$ cat config.mk
export PLATFORM = sky130hd
export DESIGN_NAME = mastermind_scorer
export DESIGN_NICKNAME = d
export VERILOG_FILES = /design/src/rtl/mastermind_pkg.sv /design/src/rtl/mastermind_color_hist.sv /design/src/rtl/mastermind_scorer.sv
export SDC_FILE = /design/constraint.sdc
export NUM_CORES = 1
export LEC_CHECK = 0
export ABC_AREA = 1
export BUFFER_PORTS_ARGS = -buffer_cell sky130_fd_sc_hd__buf_2
export CAP_MARGIN = 20
export CELL_PAD_IN_SITES_DETAIL_PLACEMENT = 0
export CELL_PAD_IN_SITES_GLOBAL_PLACEMENT = 1
export CORE_UTILIZATION = 45
export DETAILED_ROUTE_END_ITERATION = 7
export GPL_TIMING_DRIVEN = 0
export HOLD_SLACK_MARGIN = 0.12
export PLACE_DENSITY_LB_ADDON = 0.1
export SLEW_MARGIN = 20
export SYNTH_ARGS = -nofsm -noshare
export SYNTH_HDL_FRONTEND = slang
export SYNTH_SLANG_ARGS = --single-unit
$ cat constraint.sdc
create_clock -name clk -period 4.2 [get_ports clk]
set_input_delay 0.42 -clock clk [delete_from_list [all_inputs] [get_ports clk]]
set_output_delay 0.42 -clock clk [all_outputs]
set_load 0.1 [all_outputs]
$ cat src/rtl/mastermind_pkg.sv
// mastermind_pkg: shared definitions for the Mastermind scoring engine.
//   state_e     : FSM state encoding
//   sw_of/gw_of : widths of score counters and guess counter
//   peg()       : extract peg i (cw bits wide) from a packed code vector
package mastermind_pkg;

  typedef enum logic [2:0] {
    NO_CODE    = 3'd0,
    WAIT_GUESS = 3'd1,
    COUNT      = 3'd2,
    SUM        = 3'd3,
    GAME_OVER  = 3'd4
  } state_e;

  localparam int MAX_COLOR_W = 4;
  localparam int PEG_VEC_W   = 256;

  function automatic int sw_of(input int pegs);
    return $clog2(pegs + 1);
  endfunction

  function automatic int gw_of(input int max_guesses);
    return $clog2(max_guesses + 1);
  endfunction

  // Returns the peg zero-extended to MAX_COLOR_W bits.
  function automatic logic [MAX_COLOR_W-1:0] peg(input logic [PEG_VEC_W-1:0] vec,
                                                  input int unsigned          i,
                                                  input int unsigned          cw);
    logic [PEG_VEC_W-1:0]   sh;
    logic [MAX_COLOR_W-1:0] mask;
    sh   = vec >> (i * cw);
    mask = MAX_COLOR_W'((32'd1 << cw) - 32'd1);
    return sh[MAX_COLOR_W-1:0] & mask;
  endfunction

endpackage

$ cat src/rtl/mastermind_color_hist.sv
// mastermind_color_hist: NCOL colour bins of SW bits each.
//   clk, resetn : clock, async active-low reset (clears all bins)
//   i_clr       : synchronous clear of all bins (priority over increment)
//   i_inc       : increment bin i_inc_idx
//   i_rd_idx    : combinational read index, o_rd_data = bin[i_rd_idx]
module mastermind_color_hist #(
  parameter int NCOL = 8,
  parameter int SW   = 3,
  parameter int IDXW = 3
) (
  input  logic            clk,
  input  logic            resetn,
  input  logic            i_clr,
  input  logic            i_inc,
  input  logic [IDXW-1:0] i_inc_idx,
  input  logic [IDXW-1:0] i_rd_idx,
  output logic [SW-1:0]   o_rd_data
);

  logic [SW-1:0] r_bin [NCOL];

  always_ff @(posedge clk or negedge resetn) begin
    if (!resetn) begin
      for (int k = 0; k < NCOL; k++) r_bin[k] <= '0;
    end else if (i_clr) begin
      for (int k = 0; k < NCOL; k++) r_bin[k] <= '0;
    end else if (i_inc) begin
      r_bin[i_inc_idx] <= r_bin[i_inc_idx] + SW'(1);
    end
  end

  assign o_rd_data = r_bin[i_rd_idx];

endmodule

$ cat src/rtl/mastermind_scorer.sv
// mastermind_scorer: Mastermind game engine. Latches a secret code, then
// scores each guess with a PEGS-cycle histogram pass followed by an
// NCOL-cycle min-sum pass, tracking guess count and win/lose.
//   code_valid/code    : start a new game (ignored while scoring)
//   guess_valid/ready  : guess handshake
//   score_valid        : one-cycle pulse when red/white/guess_num/win/lose update
//   dbg_state          : current FSM state
// Handshake: a guess transfers on a rising edge where guess_valid && guess_ready;
// guess_ready is only high in WAIT_GUESS with no code load offered, so a
// simultaneous code load always takes priority over the guess.
module mastermind_scorer
  import mastermind_pkg::*;
#(
  parameter int PEGS        = 4,
  parameter int COLOR_W     = 3,
  parameter int MAX_GUESSES = 8,
  localparam int SW = sw_of(PEGS),
  localparam int GW = gw_of(MAX_GUESSES)
) (
  input  logic                    clk,
  input  logic                    resetn,
  input  logic                    code_valid,
  input  logic [PEGS*COLOR_W-1:0] code,
  input  logic                    guess_valid,
  output logic                    guess_ready,
  input  logic [PEGS*COLOR_W-1:0] guess,
  output logic                    score_valid,
  output logic [SW-1:0]           red,
  output logic [SW-1:0]           white,
  output logic [GW-1:0]           guess_num,
  output logic                    win,
  output logic                    lose,
  output state_e                  dbg_state
);

  localparam int NCOL = 2 ** COLOR_W;
  localparam int W    = PEGS * COLOR_W;
  localparam int IW   = (PEGS > 1) ? $clog2(PEGS) : 1;

  state_e              r_state, w_next_state;
  logic [W-1:0]        r_code, r_guess;
  logic [IW-1:0]       r_peg_idx;
  logic [COLOR_W-1:0]  r_col_idx;
  logic [SW-1:0]       r_red_acc, r_match_acc;
  logic [SW-1:0]       r_red, r_white;
  logic [GW-1:0]       r_guess_num;
  logic                r_win, r_lose, r_score_valid;

  logic                   w_load_code, w_accept;
  logic [MAX_COLOR_W-1:0] w_code_peg, w_guess_peg;
  logic                   w_red_hit;
  logic [SW-1:0]          w_hc, w_hg, w_min, w_match_next;
  logic                   w_peg_last, w_col_last, w_win, w_lose;

  assign w_code_peg   = peg(PEG_VEC_W'(r_code),  32'(r_peg_idx), COLOR_W);
  assign w_guess_peg  = peg(PEG_VEC_W'(r_guess), 32'(r_peg_idx), COLOR_W);
  assign w_red_hit    = (w_code_peg == w_guess_peg);
  assign w_peg_last   = (r_peg_idx == IW'(PEGS - 1));
  assign w_col_last   = (r_col_idx == COLOR_W'(NCOL - 1));
  assign w_min        = (w_hc < w_hg) ? w_hc : w_hg;
  assign w_match_next = r_match_acc + w_min;
  assign w_win        = (r_red_acc == SW'(PEGS));
  assign w_lose       = !w_win && ((32'(r_guess_num) + 32'd1) == 32'(MAX_GUESSES));

  mastermind_color_hist #(.NCOL(NCOL), .SW(SW), .IDXW(COLOR_W)) u_hist_code (
    .clk       (clk),
    .resetn    (resetn),
    .i_clr     (w_accept),
    .i_inc     (r_state == COUNT),
    .i_inc_idx (w_code_peg[COLOR_W-1:0]),
    .i_rd_idx  (r_col_idx),
    .o_rd_data (w_hc)
  );

  mastermind_color_hist #(.NCOL(NCOL), .SW(SW), .IDXW(COLOR_W)) u_hist_guess (
    .clk       (clk),
    .resetn    (resetn),
    .i_clr     (w_accept),
    .i_inc     (r_state == COUNT),
    .i_inc_idx (w_guess_peg[COLOR_W-1:0]),
    .i_rd_idx  (r_col_idx),
    .o_rd_data (w_hg)
  );

  always_comb begin
    w_next_state = r_state;
    w_load_code  = 1'b0;
    w_accept     = 1'b0;
    case (r_state)
      NO_CODE, GAME_OVER: begin
        if (code_valid) begin
          w_load_code  = 1'b1;
          w_next_state = WAIT_GUESS;
        end
      end
      WAIT_GUESS: begin
        if (code_valid) begin
          w_load_code  = 1'b1;
        end else if (guess_valid) begin
          w_accept     = 1'b1;
          w_next_state = COUNT;
        end
      end
      COUNT: begin
        if (w_peg_last) w_next_state = SUM;
      end
      SUM: begin
        if (w_col_last) w_next_state = (w_win || w_lose) ? GAME_OVER : WAIT_GUESS;
      end
      default: w_next_state = NO_CODE;
    endcase
  end

  always_ff @(posedge clk or negedge resetn) begin
    if (!resetn) begin
      r_state       <= NO_CODE;
      r_code        <= '0;
      r_guess       <= '0;
      r_peg_idx     <= '0;
      r_col_idx     <= '0;
      r_red_acc     <= '0;
      r_match_acc   <= '0;
      r_red         <= '0;
      r_white       <= '0;
      r_guess_num   <= '0;
      r_win         <= 1'b0;
      r_lose        <= 1'b0;
      r_score_valid <= 1'b0;
    end else begin
      r_state       <= w_next_state;
      r_score_valid <= 1'b0;
      if (w_load_code) begin
        r_code      <= code;
        r_red       <= '0;
        r_white     <= '0;
        r_guess_num <= '0;
        r_win       <= 1'b0;
        r_lose      <= 1'b0;
      end
      if (w_accept) begin
        r_guess     <= guess;
        r_peg_idx   <= '0;
        r_col_idx   <= '0;
        r_red_acc   <= '0;
        r_match_acc <= '0;
      end
      if (r_state == COUNT) begin
        if (w_red_hit) r_red_acc <= r_red_acc + SW'(1);
        if (!w_peg_last) r_peg_idx <= r_peg_idx + IW'(1);
      end
      if (r_state == SUM) begin
        r_match_acc <= w_match_next;
        r_col_idx   <= r_col_idx + COLOR_W'(1);
        if (w_col_last) begin
          r_red         <= r_red_acc;
          // match count always covers the exact hits, so this cannot underflow
          r_white       <= w_match_next - r_red_acc;
          r_score_valid <= 1'b1;
          r_guess_num   <= r_guess_num + GW'(1);
          r_win         <= w_win;
          r_lose        <= w_lose;
        end
      end
    end
  end

  assign guess_ready = (r_state == WAIT_GUESS) && !code_valid;
  assign score_valid = r_score_valid;
  assign red         = r_red;
  assign white       = r_white;
  assign guess_num   = r_guess_num;
  assign win         = r_win;
  assign lose        = r_lose;
  assign dbg_state   = r_state;

endmodule

Word level (Yosys, flattened, before mapping)

Cells that the tools add are included.

Reduce and logical (&&, ||, !) cells: 13
Multiply operators: 1
Bitwise gates (word level): 3
Shift operators: 2
Muxes and demuxes: 61
Magnitude comparators: 6
$add $sub $neg: 9
Equality and inequality tests: 14

Operators with widths:

| operator                                                                      | count |
|---|---|
| 24-bit two-way mux                                                            | 4 |
| 3-bit two-way mux                                                             | 29 |
| 24-bit bitwise mux                                                            | 2 |
| 3-bit binary-select mux with 3-bit select                                     | 4 |
| 12-bit by 4-bit right shift with 3-bit output                                 | 2 |
| 3-bit demux with 3-bit select                                                 | 2 |
| 1-bit two-way mux                                                             | 13 |
| 3-bit by 1-bit adder with 3-bit output (second input constant)                | 4 |
| 4-bit greater-or-equal comparator (second input constant)                     | 3 |
| 4-bit two-way mux                                                             | 3 |
| 3-bit inverter with 4-bit output                                              | 3 |
| 3-bit case mux with 4 select lines                                            | 1 |
| 2-bit != test (second input constant)                                         | 5 |
| 3-bit equality test (second input constant)                                   | 3 |
| 4-bit by 1-bit less-than comparator with 1-bit output (second input constant) | 2 |
| 3-bit by 2-bit equality test with 1-bit output (second input constant)        | 2 |
| 2-bit two-way mux                                                             | 3 |
| 4-bit by 1-bit adder with 5-bit output (second input constant)                | 1 |
| 5-bit by 4-bit equality test with 1-bit output (second input constant)        | 1 |
| 5-bit AND reduction                                                           | 1 |
| 4-bit by 1-bit adder with 4-bit output (second input constant)                | 1 |
| 1-bit logical AND                                                             | 4 |
| 2-bit by 2-bit multiplier with 4-bit output (second input constant)           | 1 |
| 2-bit nonzero test                                                            | 2 |
| 12 further kinds                                                              | 13 |

Bits of input ports: 28
Bits in registers: 99

Longest topological paths before layout

Depth after elaboration: 10
Gate-level depth with buffers: 25
Gate-level depth less buffers: 22

By module

From an unflattened synthesis, not the netlist that was laid out.

Cells, all modules: 805
Area total of the unflattened synthesis: 5895.7 sq um

By module, submodules not included:

| module                | times used | cells an instance | area an instance (sq um) |
|---|---|---|---|
| mastermind_color_hist | 2          | 232               | 1566.5 |
| mastermind_scorer     | 1          | 341               | 2762.6 |

Worst setup path before layout

OpenSTA, ideal clock, no wires.

Path kind: reg2reg
Start point: reg r_col_idx[0]
End point: reg r_white[2] (netlist: white[2])
Library setup time: 0.120 ns
Stages on the path, launching flop included: 24
Slack: 0.609 ns
Data arrival time: 3.471 ns
Required time: 4.080 ns
Clock period less this slack: 3.591 ns
Cells stage by stage: dfrtp_1 > buf_2 > inv_1 > buf_2 > buf_2 > a21oi_1 > o21ai_0 > nand2_1 > inv_1 > o21ai_0 > inv_1 > ha_1 > a21oi_1 > nand2_1 > nand2_1 > nand2_1 > ha_1 > fa_1 > fa_1 > xnor2_1 > inv_1 > nand3_1 > nand3_1 > nand2_1

Word-level cells in the longest chain between the ends: 10
Elaborated cells between the ends (all ways): 14
Classes of those cells: 2 x add/sub; 1 x order compare; 1 x eq/ne; 9 x mux; 1 x bitwise

Ends and longest elaborated chain:

| element                                                | line                        | RTL |
|---|---|---|
| from (decl)                                            | mastermind_scorer.sv:43     | `logic [COLOR_W-1:0] r_col_idx;` |
| from (signal assigned)                                 | mastermind_scorer.sv:153    | `r_col_idx <= r_col_idx + COLOR_W'(1);` |
| 3-bit inverter with 4-bit output (implied by the code) | mastermind_color_hist.sv:32 | `assign o_rd_data = r_bin[i_rd_idx];` |
| 3-bit binary-select mux with 3-bit select              | mastermind_color_hist.sv:32 |  |
| 3-bit two-way mux (implied by the code) (2 in a row)   | mastermind_color_hist.sv:32 |  |
| 3-bit less-than comparator                             | mastermind_scorer.sv:60     | `assign w_min = (w_hc < w_hg) ? w_hc : w_hg;` |
| 3-bit two-way mux                                      | mastermind_scorer.sv:60     |  |
| 3-bit adder                                            | mastermind_scorer.sv:61     | `assign w_match_next = r_match_acc + w_min;` |
| 3-bit subtractor                                       | mastermind_scorer.sv:157    | `r_white <= w_match_next - r_red_acc;` |
| 3-bit two-way mux *                                    | mastermind_scorer.sv:154    | `if (w_col_last) begin` |
| 3-bit two-way mux *                                    | mastermind_scorer.sv:151    | `if (r_state == SUM) begin` |
| to (signal assigned)                                   | mastermind_scorer.sv:157    |  |
| to (decl)                                              | mastermind_scorer.sv:45     | `logic [SW-1:0] r_red, r_white;` |

Mark *: on every way between the ends. The rest lies on a longest branch, timed or not. The select of a mux whose other input is x is not followed.
A chain may end at the register's enable or synchronous reset.

Worst setup path after layout

Same ends and word-level chain as after synthesis.

==> flow_summary.json <==
{
  "status": "complete, no violations",
  "grt_setup_unrepaired": "false",
  "hold_path_depth": 3,
  "layout-drive-gt1-share_pct": 14.85,
  "cts-buffers-inserted": 9,
  "min_period_over_period_pct": 91.81,
  "synth-edff-count": 0,
  "via_per_inst": 5.270,
  "r2r_cells": 23,
  "fin_nets": 892,
  "clock_sinks": 99,
  "first_pass_iters": 5,
  "track_usage_pct": 26.17,
  "ant_nets": 0,
  "gr-total-overflow": 0,
  "cpMostUsedCell": "nand2_1",
  "nFillCells": 1282,
  "die_y_um": 115.9,
  "max_stage_delay_ps": 500,
  "regToRegSetupSlack_ps": 340,
  "grt_pass1_vias": 5075,
  "hold_violations": 0,
  "synth_ff_type": "dfrtp_1",
  "synth_seq_cells": 99,
  "htree_levels": 3,
  "drt_first_iter_violations": 431,
  "worstMarginPinSlew_ps": 672.7,
  "wl_mm": 16.28,
  "num_antenna_cells": 0,
  "dr_total_vias": 5412,
  "slowest_stage": "fa_1",
  "cts.reportedPaths.clkPinSlew_ps": 70,
  "layout_commonest_cell": "nand2_1",
  "hold_end": "r_guess[3]",
  "worstPathArrival_ps": 4110,
  "rows": 41,
  "syn_inst": 792,
  "fin_crit_ps": 3856,
  "clock_insertion_delay_worst_skew_ps": 360,
  "fin_hold_ws_ps": 253.1,
  "clockRootBuffer": "clkbuf_16",
  "async_flop_share_pct": 100.0,
  "setup_violations": 0,
  "syn2layout_area_growth_pct": 13.80,
  "r2r_start": "r_col_idx[0]",
  "slew_headroom_pct": 55.16,
  "crit_path_start_kind": "flop",
  "synth_cell_type_count": 41,
  "core_region_area_mm2": 0.01262,
  "syn_avg_cell_area_um2": 7.371,
  "drc_errors": 0,
  "min_path_type": "in -> reg",
  "hp-start": "guess[3]",
  "syn_area_mm2": 0.005838,
  "initial_core_util_pct": 46.26,
  "drv_slew": 0,
  "maxCapViolations": 0,
  "fmax_ghz": 0.2593,
  "crit_path_end_kind": "flop",
  "clockBufferDepth": 2,
  "mostFrequentLayoutCells": "nand2_1, dfrtp_1, inv_1",
  "antenna_found_initial": 0,
  "r2r-end": "white[2]",
  "finalCoreUtilization_pct": 52.65,
  "grt_max_degree": 66,
  "route.detailed.wl_per_inst_um": 15.85,
  "cts_tree": "yes",
  "grt_pass1_wl_mm": 26.42,
  "io_buffers": 44,
  "cp.required_ps": 4450,
  "crit_path_cell_trace": "buf_6 -> clkinvlp_4 -> buf_4 -> clkbuf_4 -> a21oi_1 -> o21ai_0 -> nand2_1 -> inv_1 -> o21ai_2 -> inv_1 -> ha_1 -> a21oi_4 -> nand2_1 -> nand2_1 -> nand2_1 -> ha_1 -> fa_1 -> fa_2 -> xnor2_2 -> inv_1 -> nand3_1 -> nand3_1 -> nand2_1",
  "yosysSeqAreaShare_pct": 42.43,
  "die_width_um": 115.9,
  "gp_congestion": 0.8812,
  "skew_ps": 8.118,
  "synth_nets": 834,
  "critPathKind": "reg -> reg",
  "synth_warnings": 0,
  "die-area_mm2": 0.01343,
  "ios": 45,
  "post-dp-hpwl_mm": 11.84,
  "critical_path.max_fanout": 10
}
cells by family after synthesis:
group / synth area share, %
compound gates: 10.46
xor+xnor: 0.4501
fa+ha+maj: 3.258
buf+inv: 8.830
flops: 42.43
simple gates: 34.57
flip-flops by register name (all words and copies together), names as in the netlist:
register / cells
u_hist_code.r_bin: 24
dbg_state: 3
lose: 1
r_code: 12
white: 3
r_guess: 12
red: 3
r_red_acc: 3
score_valid: 1
u_hist_guess.r_bin: 24
r_match_acc: 3
guess_num: 4
r_col_idx: 3
r_peg_idx: 2
win: 1
layout make-up:
cell class	count	area [µm²]	share of cell area (%)
inverters	99	377.9	5.687
clock inverters	6	40.04	0.6026
well taps	172	215.2	3.239
repair buffers	48	279.0	4.200
multi-input cells	572	2877	43.30
plain buffers	21	148.9	2.241
clock buffers	10	229.0	3.446
flip-flops and latches	99	2477	37.29
metrics by stage:
stage | TNS [ps] | cells | area [µm²] | setup slack (ps)
floorplan | 0 | 792 | 5838 | 609.0
global placement | -100.4 | 1008 | 6274 | -100.4
detailed placement | -264.2 | 1009 | 6307 | -202.0
CTS | 0 | 1026 | 6593 | 50.15
global route | 0 | 1027 | 6644 | 59.27
finish | 0 | 1027 | 6644 | 344.1
cell usage after synthesis (6+ instances only):
cell	instances	area share (%)
o21ai_0	57	4.9
nand2_1	292	19
nor2_1	24	1.5
ha_1	12	2.6
dfrtp_1	99	42
inv_2	11	0.71
nand3_1	83	7.1
a21oi_1	20	1.7
o21ai_1	11	0.94
inv_1	86	5.5
clkbuf_1	11	0.71
o22ai_1	10	1.1
nand2_2	12	1.3
nor3_1	6	0.51
worst max-delay path: cells and delay by family, from the launching register on:
kind | cells | cell delay [ps]
XOR/XNOR | 1 | 140
AO/OA/AOI/OAI | 4 | 600
adder cells (fa/ha/maj) | 4 | 1310
flip-flops | 1 | 370
buffers and inverters | 7 | 830
AND/OR/NAND/NOR | 7 | 490
how the worst max path moves through the flow:
stage / startpoint / end / cells after the start
floorplan: r_col_idx[0] / white[2] / 23
global placement: r_col_idx[0] / white[2] / 22
detailed placement: r_col_idx[0] / white[2] / 22
CTS: r_col_idx[0] / white[2] / 23
global route: r_col_idx[0] / white[2] / 23
finish: r_col_idx[0] / white[2] / 23
metal layers:
layer	vias to the layer above	wire [µm]	global-route usage (%)	share of wire (%)
met2	188	7404	40.40	45
met4	0	393	10.85	2.4
met5	-	0	0	0
met1	2536	7437	35.96	46
li1	2662	-	-	-
met3	26	1044	5.073	6.4
timing repair:
action                     CTS  global route
setup buffers                0             2
setup endpoints to repair    2             2
cloned                       0             0
hold buffers                 1             0
resized for setup            3            10
hold endpoints to repair    34             0
Power is left out: the tool's default activity adds up to more than one toggle a clock period on the data nets, which glitch-free logic cannot reach.
